## src/rtl/hood_mode_ctrl.sv

```systemverilog
// Range-hood front-panel control: debounces the raw buttons, runs the operating-mode
// state machine and counts down the storm and self-clean durations for the display stage.
module hood_mode_ctrl #(
   parameter int unsigned DEBOUNCE_CYCLES = 1_000_000,
   parameter int unsigned TICK_DIV        = 100_000_000,
   parameter int unsigned STORM_SECS      = 60,
   parameter int unsigned CLEAN_SECS      = 180
) (
   input  logic       clk,
   input  logic       rst,
   input  logic       power_btn,
   input  logic       menu_btn,
   input  logic       lvl1_btn,
   input  logic       lvl2_btn,
   input  logic       lvl3_btn,
   input  logic       clean_btn,
   output logic [2:0] mode,
   output logic [1:0] fan_level,
   output logic       clean_done,
   output logic [5:0] remain_min,
   output logic [5:0] remain_sec,
   output logic       sec_tick
);

   localparam int unsigned NBTN = 6;
   localparam int BTN_POWER = 0;
   localparam int BTN_MENU  = 1;
   localparam int BTN_LVL3  = 2;
   localparam int BTN_LVL2  = 3;
   localparam int BTN_LVL1  = 4;
   localparam int BTN_CLEAN = 5;

   localparam int unsigned DCW = $clog2(DEBOUNCE_CYCLES + 1);
   localparam int unsigned TCW = (TICK_DIV > 1) ? $clog2(TICK_DIV) : 1;
   localparam logic [DCW-1:0] DB_LAST   = DCW'(DEBOUNCE_CYCLES - 1);
   localparam logic [TCW-1:0] TICK_LAST = TCW'(TICK_DIV - 1);
   localparam logic [5:0] STORM_MIN = 6'(STORM_SECS / 60);
   localparam logic [5:0] STORM_SEC = 6'(STORM_SECS % 60);
   localparam logic [5:0] CLEAN_MIN = 6'(CLEAN_SECS / 60);
   localparam logic [5:0] CLEAN_SEC = 6'(CLEAN_SECS % 60);

   typedef enum logic [2:0] {
      ST_OFF        = 3'd0,
      ST_STANDBY    = 3'd1,
      ST_MENU       = 3'd2,
      ST_RUN_L1     = 3'd3,
      ST_RUN_L2     = 3'd4,
      ST_RUN_L3     = 3'd5,
      ST_CLEAN      = 3'd6,
      ST_CLEAN_DONE = 3'd7
   } state_t;

   logic [NBTN-1:0] btnRaw;
   logic [NBTN-1:0] sync1_q, sync2_q, db_q, press_q;
   logic [DCW-1:0]  dbCnt_q [NBTN];
   logic [NBTN-1:0] win;

   state_t         state_q, state_d;
   logic [5:0]     remMin_q, remMin_d, remSec_q, remSec_d;
   logic [TCW-1:0] tickCnt_q, tickCnt_d;
   logic           secTick_q, secTick_d;
   logic [1:0]     fan_q, fan_d;
   logic           cleanDone_q, cleanDone_d;
   logic           timedNow, tickWrap, lastSec, expTaken;

   assign btnRaw = {clean_btn, lvl1_btn, lvl2_btn, lvl3_btn, menu_btn, power_btn};

   // Synchronise, then accept a new level only after it has held for DEBOUNCE_CYCLES clocks.
   always_ff @(posedge clk or negedge rst) begin
      if (!rst) begin
         sync1_q <= '0;
         sync2_q <= '0;
         db_q    <= '0;
         press_q <= '0;
         for (int i = 0; i < NBTN; i++) dbCnt_q[i] <= '0;
      end else begin
         sync1_q <= btnRaw;
         sync2_q <= sync1_q;
         for (int i = 0; i < NBTN; i++) begin
            press_q[i] <= 1'b0;
            if (sync2_q[i] == db_q[i]) begin
               dbCnt_q[i] <= '0;
            end else if (dbCnt_q[i] == DB_LAST) begin
               dbCnt_q[i] <= '0;
               db_q[i]    <= sync2_q[i];
               press_q[i] <= sync2_q[i];
            end else begin
               dbCnt_q[i] <= dbCnt_q[i] + DCW'(1);
            end
         end
      end
   end

   // Bit order of the button vector is the priority order, so the lowest set press wins.
   always_comb begin
      win = '0;
      for (int i = 0; i < NBTN; i++) begin
         if (press_q[i] && (win == '0)) win[i] = 1'b1;
      end
   end

   always_comb begin
      state_d   = state_q;
      remMin_d  = remMin_q;
      remSec_d  = remSec_q;
      tickCnt_d = tickCnt_q;
      secTick_d = 1'b0;
      expTaken  = 1'b0;
      timedNow  = (state_q == ST_RUN_L3) || (state_q == ST_CLEAN);
      tickWrap  = timedNow && (tickCnt_q == TICK_LAST);
      lastSec   = (remMin_q == 6'd0) && (remSec_q == 6'd1);

      if (win[BTN_POWER]) begin
         state_d = (state_q == ST_OFF) ? ST_STANDBY : ST_OFF;
      end else begin
         case (state_q)
            ST_STANDBY: if (win[BTN_MENU]) state_d = ST_MENU;
            ST_MENU: begin
               if (win[BTN_MENU])       state_d = ST_STANDBY;
               else if (win[BTN_LVL3])  state_d = ST_RUN_L3;
               else if (win[BTN_LVL2])  state_d = ST_RUN_L2;
               else if (win[BTN_LVL1])  state_d = ST_RUN_L1;
               else if (win[BTN_CLEAN]) state_d = ST_CLEAN;
            end
            ST_RUN_L1, ST_RUN_L2: begin
               if (win[BTN_MENU])      state_d = ST_STANDBY;
               else if (win[BTN_LVL3]) state_d = ST_RUN_L3;
               else if (win[BTN_LVL2]) state_d = ST_RUN_L2;
               else if (win[BTN_LVL1]) state_d = ST_RUN_L1;
            end
            ST_RUN_L3: begin
               if (win[BTN_MENU]) begin
                  state_d = ST_STANDBY;
               end else if (tickWrap && lastSec) begin
                  state_d  = ST_RUN_L2;
                  expTaken = 1'b1;
               end
            end
            ST_CLEAN: begin
               if (tickWrap && lastSec) begin
                  state_d  = ST_CLEAN_DONE;
                  expTaken = 1'b1;
               end
            end
            ST_CLEAN_DONE: if (win[BTN_MENU]) state_d = ST_STANDBY;
            default: state_d = ST_OFF;
         endcase
      end

      // Expiry still counts as an elapsed second; any other exit discards the countdown.
      if ((state_d == ST_RUN_L3) && (state_q != ST_RUN_L3)) begin
         remMin_d  = STORM_MIN;
         remSec_d  = STORM_SEC;
         tickCnt_d = '0;
      end else if ((state_d == ST_CLEAN) && (state_q != ST_CLEAN)) begin
         remMin_d  = CLEAN_MIN;
         remSec_d  = CLEAN_SEC;
         tickCnt_d = '0;
      end else if ((state_d == state_q) && timedNow) begin
         if (tickWrap) begin
            tickCnt_d = '0;
            secTick_d = 1'b1;
            if (remSec_q != 6'd0) begin
               remSec_d = remSec_q - 6'd1;
            end else if (remMin_q != 6'd0) begin
               remMin_d = remMin_q - 6'd1;
               remSec_d = 6'd59;
            end
         end else begin
            tickCnt_d = tickCnt_q + TCW'(1);
         end
      end else begin
         remMin_d  = 6'd0;
         remSec_d  = 6'd0;
         tickCnt_d = '0;
         secTick_d = expTaken;
      end

      case (state_d)
         ST_RUN_L1:          fan_d = 2'd1;
         ST_RUN_L2:          fan_d = 2'd2;
         ST_RUN_L3, ST_CLEAN: fan_d = 2'd3;
         default:            fan_d = 2'd0;
      endcase
      cleanDone_d = (state_d == ST_CLEAN_DONE);
   end

   always_ff @(posedge clk or negedge rst) begin
      if (!rst) begin
         state_q     <= ST_OFF;
         remMin_q    <= '0;
         remSec_q    <= '0;
         tickCnt_q   <= '0;
         secTick_q   <= 1'b0;
         fan_q       <= '0;
         cleanDone_q <= 1'b0;
      end else begin
         state_q     <= state_d;
         remMin_q    <= remMin_d;
         remSec_q    <= remSec_d;
         tickCnt_q   <= tickCnt_d;
         secTick_q   <= secTick_d;
         fan_q       <= fan_d;
         cleanDone_q <= cleanDone_d;
      end
   end

   assign mode       = state_q;
   assign fan_level  = fan_q;
   assign clean_done = cleanDone_q;
   assign remain_min = remMin_q;
   assign remain_sec = remSec_q;
   assign sec_tick   = secTick_q;

endmodule

```

## config.mk

```make
export PLATFORM = sky130hd
export DESIGN_NAME = hood_mode_ctrl
export DESIGN_NICKNAME = d
export VERILOG_FILES = /design/src/rtl/hood_mode_ctrl.sv
export SDC_FILE = /design/constraint.sdc
export NUM_CORES = 1
export LEC_CHECK = 0
export ABC_AREA = 1
export CAP_MARGIN = 10
export CORE_ASPECT_RATIO = 0.9
export CORE_UTILIZATION = 40
export CTS_CLUSTER_SIZE = 12
export DETAILED_ROUTE_END_ITERATION = 8
export GPL_ROUTABILITY_DRIVEN = 0
export PLACE_DENSITY_LB_ADDON = 0.25
export SETUP_SLACK_MARGIN = 0.1
export SLEW_MARGIN = 40
export SYNTH_ARGS = -nofsm -noshare
export SYNTH_HDL_FRONTEND = slang
export SYNTH_SLANG_ARGS = --single-unit
```

## constraint.sdc

```tcl
create_clock -name clk -period 2.98 [get_ports clk]
set_input_delay 0.298 -clock clk [delete_from_list [all_inputs] [get_ports clk]]
set_output_delay 0.298 -clock clk [all_outputs]
set_load 0.02 [all_outputs]
```

==> results by group <==
Outcome
  – Outcome: finished, violations left
  – Failing checks: DRC

Worst setup path
  – Slowest-stage cell, CP: nand2_4
  – R2R setup slack: 0.56 ns
  – Crit Path Max Fanout: 37
  – Crit path kind: reg2reg
  – Worst endpoint required time: 3.28 ns
  – Critical Path End Type: flip-flop
  – Most Frequent Cell on Critical Path: nand2_1
  – CP cell instances: ha_1 -> nand2_1 -> nor2_2 -> nand2_1 -> nor2_2 -> nand3_1 -> o21ai_1 -> nand2_1 -> nand2_2 -> nand3_1 -> and2_4 -> nand2_4 -> nor3_1
  – CP max stage delay: 0.41 ns
  – CP Launch Type: flip-flop
  – Critical Path AT: 2.71 ns

Hold path
  – Worst min path class: in2reg

Synthesis
  – Largest family of logic cells by synthesized area: simple AND/OR/NAND/NOR gates
  – Synth Area in Simple Gates: 0.305
  – Count leader, synth: dfrtp_1
  – Yosys warnings: 0
  – Yosys cell types: 41
  – Mux share of post-synthesis cell area: 0
  – Cells after Synth: 1166
  – Biggest area consumer among synthesized cells: dfrtp_1
  – Synth area leaders: dfrtp_1 49%, nand2_1 7.0%, inv_1 6.8%
  – Register area share after synthesis: 0.493
  – Syn Nets: 1186
  – Post-synth EDFFs: 0
  – Compound-gate portion of the synthesized area: 0.0650
  – Syn Area/Cell: 8.27 um2
  – Yosys reg bits: 190
  – Most frequent cells after synthesis: 190 x dfrtp_1, 179 x nand2_1, 174 x inv_1, 162 x nor2_1, 69 x nor3_1
  – Netlist Area Pre-Place: 0.00964 mm2
  – Top FF cell, synth: dfrtp_1
  – Post-synthesis async set-or-reset flop share: 1.00
  – Area share of fa/ha/maj cells after synthesis: 0.0156
  – Area share of the largest cell type after synthesis: 0.493
  – Post-synthesis xor/xnor area fraction: 0.0472

Timing
  – Setup tns final: 0 ns
  – Rel. slew slack: 0.641
  – Hold Fails Final Rpt: 0
  – Final min period: 2.42 ns
  – RSZ-0062 raised after global routing: false
  – Slew @ Worst Pin: 0.539 ns
  – Clock skew: 0.0135 ns
  – Pins Over Slew Limit: 0
  – # setup viols final: 0
  – Achievable Freq: 414 MHz
  – Final period util: 0.811

Global routing
  – Initial antenna violation count: 0
  – Largest net degree at the start of global routing: 56
  – Vias in the first global route: 7032
  – GRT Total Usage: 0.161
  – GRT overflow: 0
  – First-pass GRT wire length: 32.7 mm

Layout
  – Layout cells sized above 1: 0.0865
  – N_diodes: 0
  – FF+latch area: 0.00475 mm2
  – Nets: 1233
  – Cell area after layout: 0.0109 mm2
  – Filler cell count: 2311
  – Area of the multi-input gates: 0.00418 mm2
  – Area growth from synthesis to layout: 13.3%

Clock tree
  – Sinks on Clock Net: 190
  – Clock transition at path regs: 0.07 ns
  – Root buf cell: clkbuf_16
  – TritonCTS clock tree: done
  – Worst-skew pair later-pin latency: 0.44 ns
  – Clock Tree Buf Depth: 2
  – PostCTS Resize Cnt: 0
  – H-Tree Depth: 4
  – Total CTS buffers: 17

Floorplanning
  – Row count: 53
  – Die width: 166 um
  – Initial Util: 0.411
  – Die Area: 0.0247 mm2
  – # IOs: 27
  – Core area: 0.0235 mm2
  – Die Ht: 149 um

Route
  – Post-Route WL: 18.3 mm
  – DR pass1 iterations: 7
  – Drc violations: 8
  – DRT antenna net count: 0
  – Drt wl/cell: 12.0 um
  – Via/cell ratio: 4.82
  – Via count: 7363
  – Drt initial violations: 399

Placed design
  – Port bufs: 26
  – Area after DPL: 0.0103 mm2
  – Dpl hpwl: 13.0 mm

Power and ir drop
  – Max IR drop VDD: 329 uV
  – LEAKAGE: 4.61 nW
  – Power Dens Cells: 468 mW/mm2

Job
  – Max_cap viols: 0
==> stage by stage <==
stage               worst slack, ns  hold slack [ns]  power, mW  cells  utilization
floorplan                     0.953          0.00241       2.73   1166            -
global placement              0.583            0.295       2.82   1495        0.439
detailed placement            0.532            0.298       2.83   1495        0.439
CTS                           0.521            0.276       5.20   1528        0.465
global route                  0.217            0.277       5.33   1528        0.465
finish                        0.564            0.296       5.11   1528        0.465
==> placed cells by master, fill, tap and decap left out, types with 2 or more instances in the layout <==
cell	netlist	layout
dfrtp_1	190	190
nand2_1	179	179
inv_1	174	174
nor2_1	162	162
nor3_1	69	69
nand3_1	68	68
a21oi_1	60	60
xor2_1	42	42
nand4_1	39	39
o21ai_0	38	38
clkdlybuf4s50_1	0	25
nor3_2	18	18
nor2_2	17	17
nor4_1	18	17
clkbuf_16	0	17
ha_1	12	12
xnor2_1	10	10
nor3b_1	7	7
buf_4	0	6
inv_2	5	5
nand2_2	5	5
o21ai_1	4	4
a31oi_1	4	4
and3_1	4	4
o21a_1	4	4
or2_2	4	4
inv_6	0	4
clkinv_4	0	4
nor2_4	3	3
nand3b_1	3	3
nor3b_2	3	3
nor4_2	2	3
clkinvlp_4	0	3
nand2_4	2	2
a211oi_1	2	2
nand3_2	2	2
a21oi_2	2	2
bufinv_16	0	2
==> kinds of logic (layout without fill, tap and decap cells) <==
family / after synthesis / in the layout
adder cells (fa/ha/maj): 12 / 12
XOR/XNOR: 52 / 52
AO/OA/AOI/OAI: 118 / 118
flip-flops: 190 / 190
buffers and inverters: 185 / 245
AND/OR/NAND/NOR: 609 / 609
==> power breakdown <==
part           internal [mW]  total (mW)  switching (mW)
clock network           1.27        2.34            1.08
registers               2.60        2.62          0.0177
logic                 0.0436       0.148           0.105
total                   3.91        5.11            1.20
==> final timing paths <==
check | start | to | cells after the start
min in group asynchronous | rst | dbCnt_q[12] | 2
max in group asynchronous | rst | dbCnt_q[38] | 3
worst min register to register | sync1_q[2] | sync2_q[2] | 0
worst max register to register | tickCnt_q[0] | tickCnt_q[2] | 13
worst min-delay path | power_btn | sync1_q[0] | 1
worst max-delay path | tickCnt_q[0] | tickCnt_q[2] | 13
==> final cells by class <==
cell class | instances | area share
Tap cell | 302 | 0.0346
Inverter | 179 | 0.0615
Multi-Input combinational cell | 791 | 0.382
Clock inverter | 15 | 0.0165
Sequential cell | 190 | 0.435
Clock buffer | 17 | 0.0389
Timing Repair Buffer | 34 | 0.0310
==> critical path: cells and delay by family (launching register included) <==
| kind | cells | cell delay (ns) |
|---|---|---|
| AND/OR/NAND/NOR | 11 | 1.59 |
| flip-flops | 1 | 0.37 |
| adder cells (fa/ha/maj) | 1 | 0.17 |
| AO/OA/AOI/OAI | 1 | 0.12 |
==> flip-flops by register name (all words and copies together), names as in the netlist <==
register	flops
remain_min	6
db_q	6
dbCnt_q	120
mode	3
remain_sec	6
sec_tick	1
clean_done	1
fan_level	2
sync1_q	6
press_q	6
tickCnt_q	27
sync2_q	6
==> layer usage <==
| metal | track usage | vias up | wire length (um) |
|---|---|---|---|
| met5 | 0 | - | 0 |
| met4 | 0.0467 | 0 | 216 |
| met3 | 0.0295 | 16 | 421 |
| met2 | 0.252 | 69 | 8000 |
| met1 | 0.227 | 3379 | 9690 |
| li1 | - | 3899 | - |
==> what timing repair did <==
action | in CTS | in global routing
buffers inserted | 0 | 0
hold buffers | 1 | 0
endpoints found under the hold margin | 49 | 0
No activity file was read; power rests on OpenSTA's default activity.
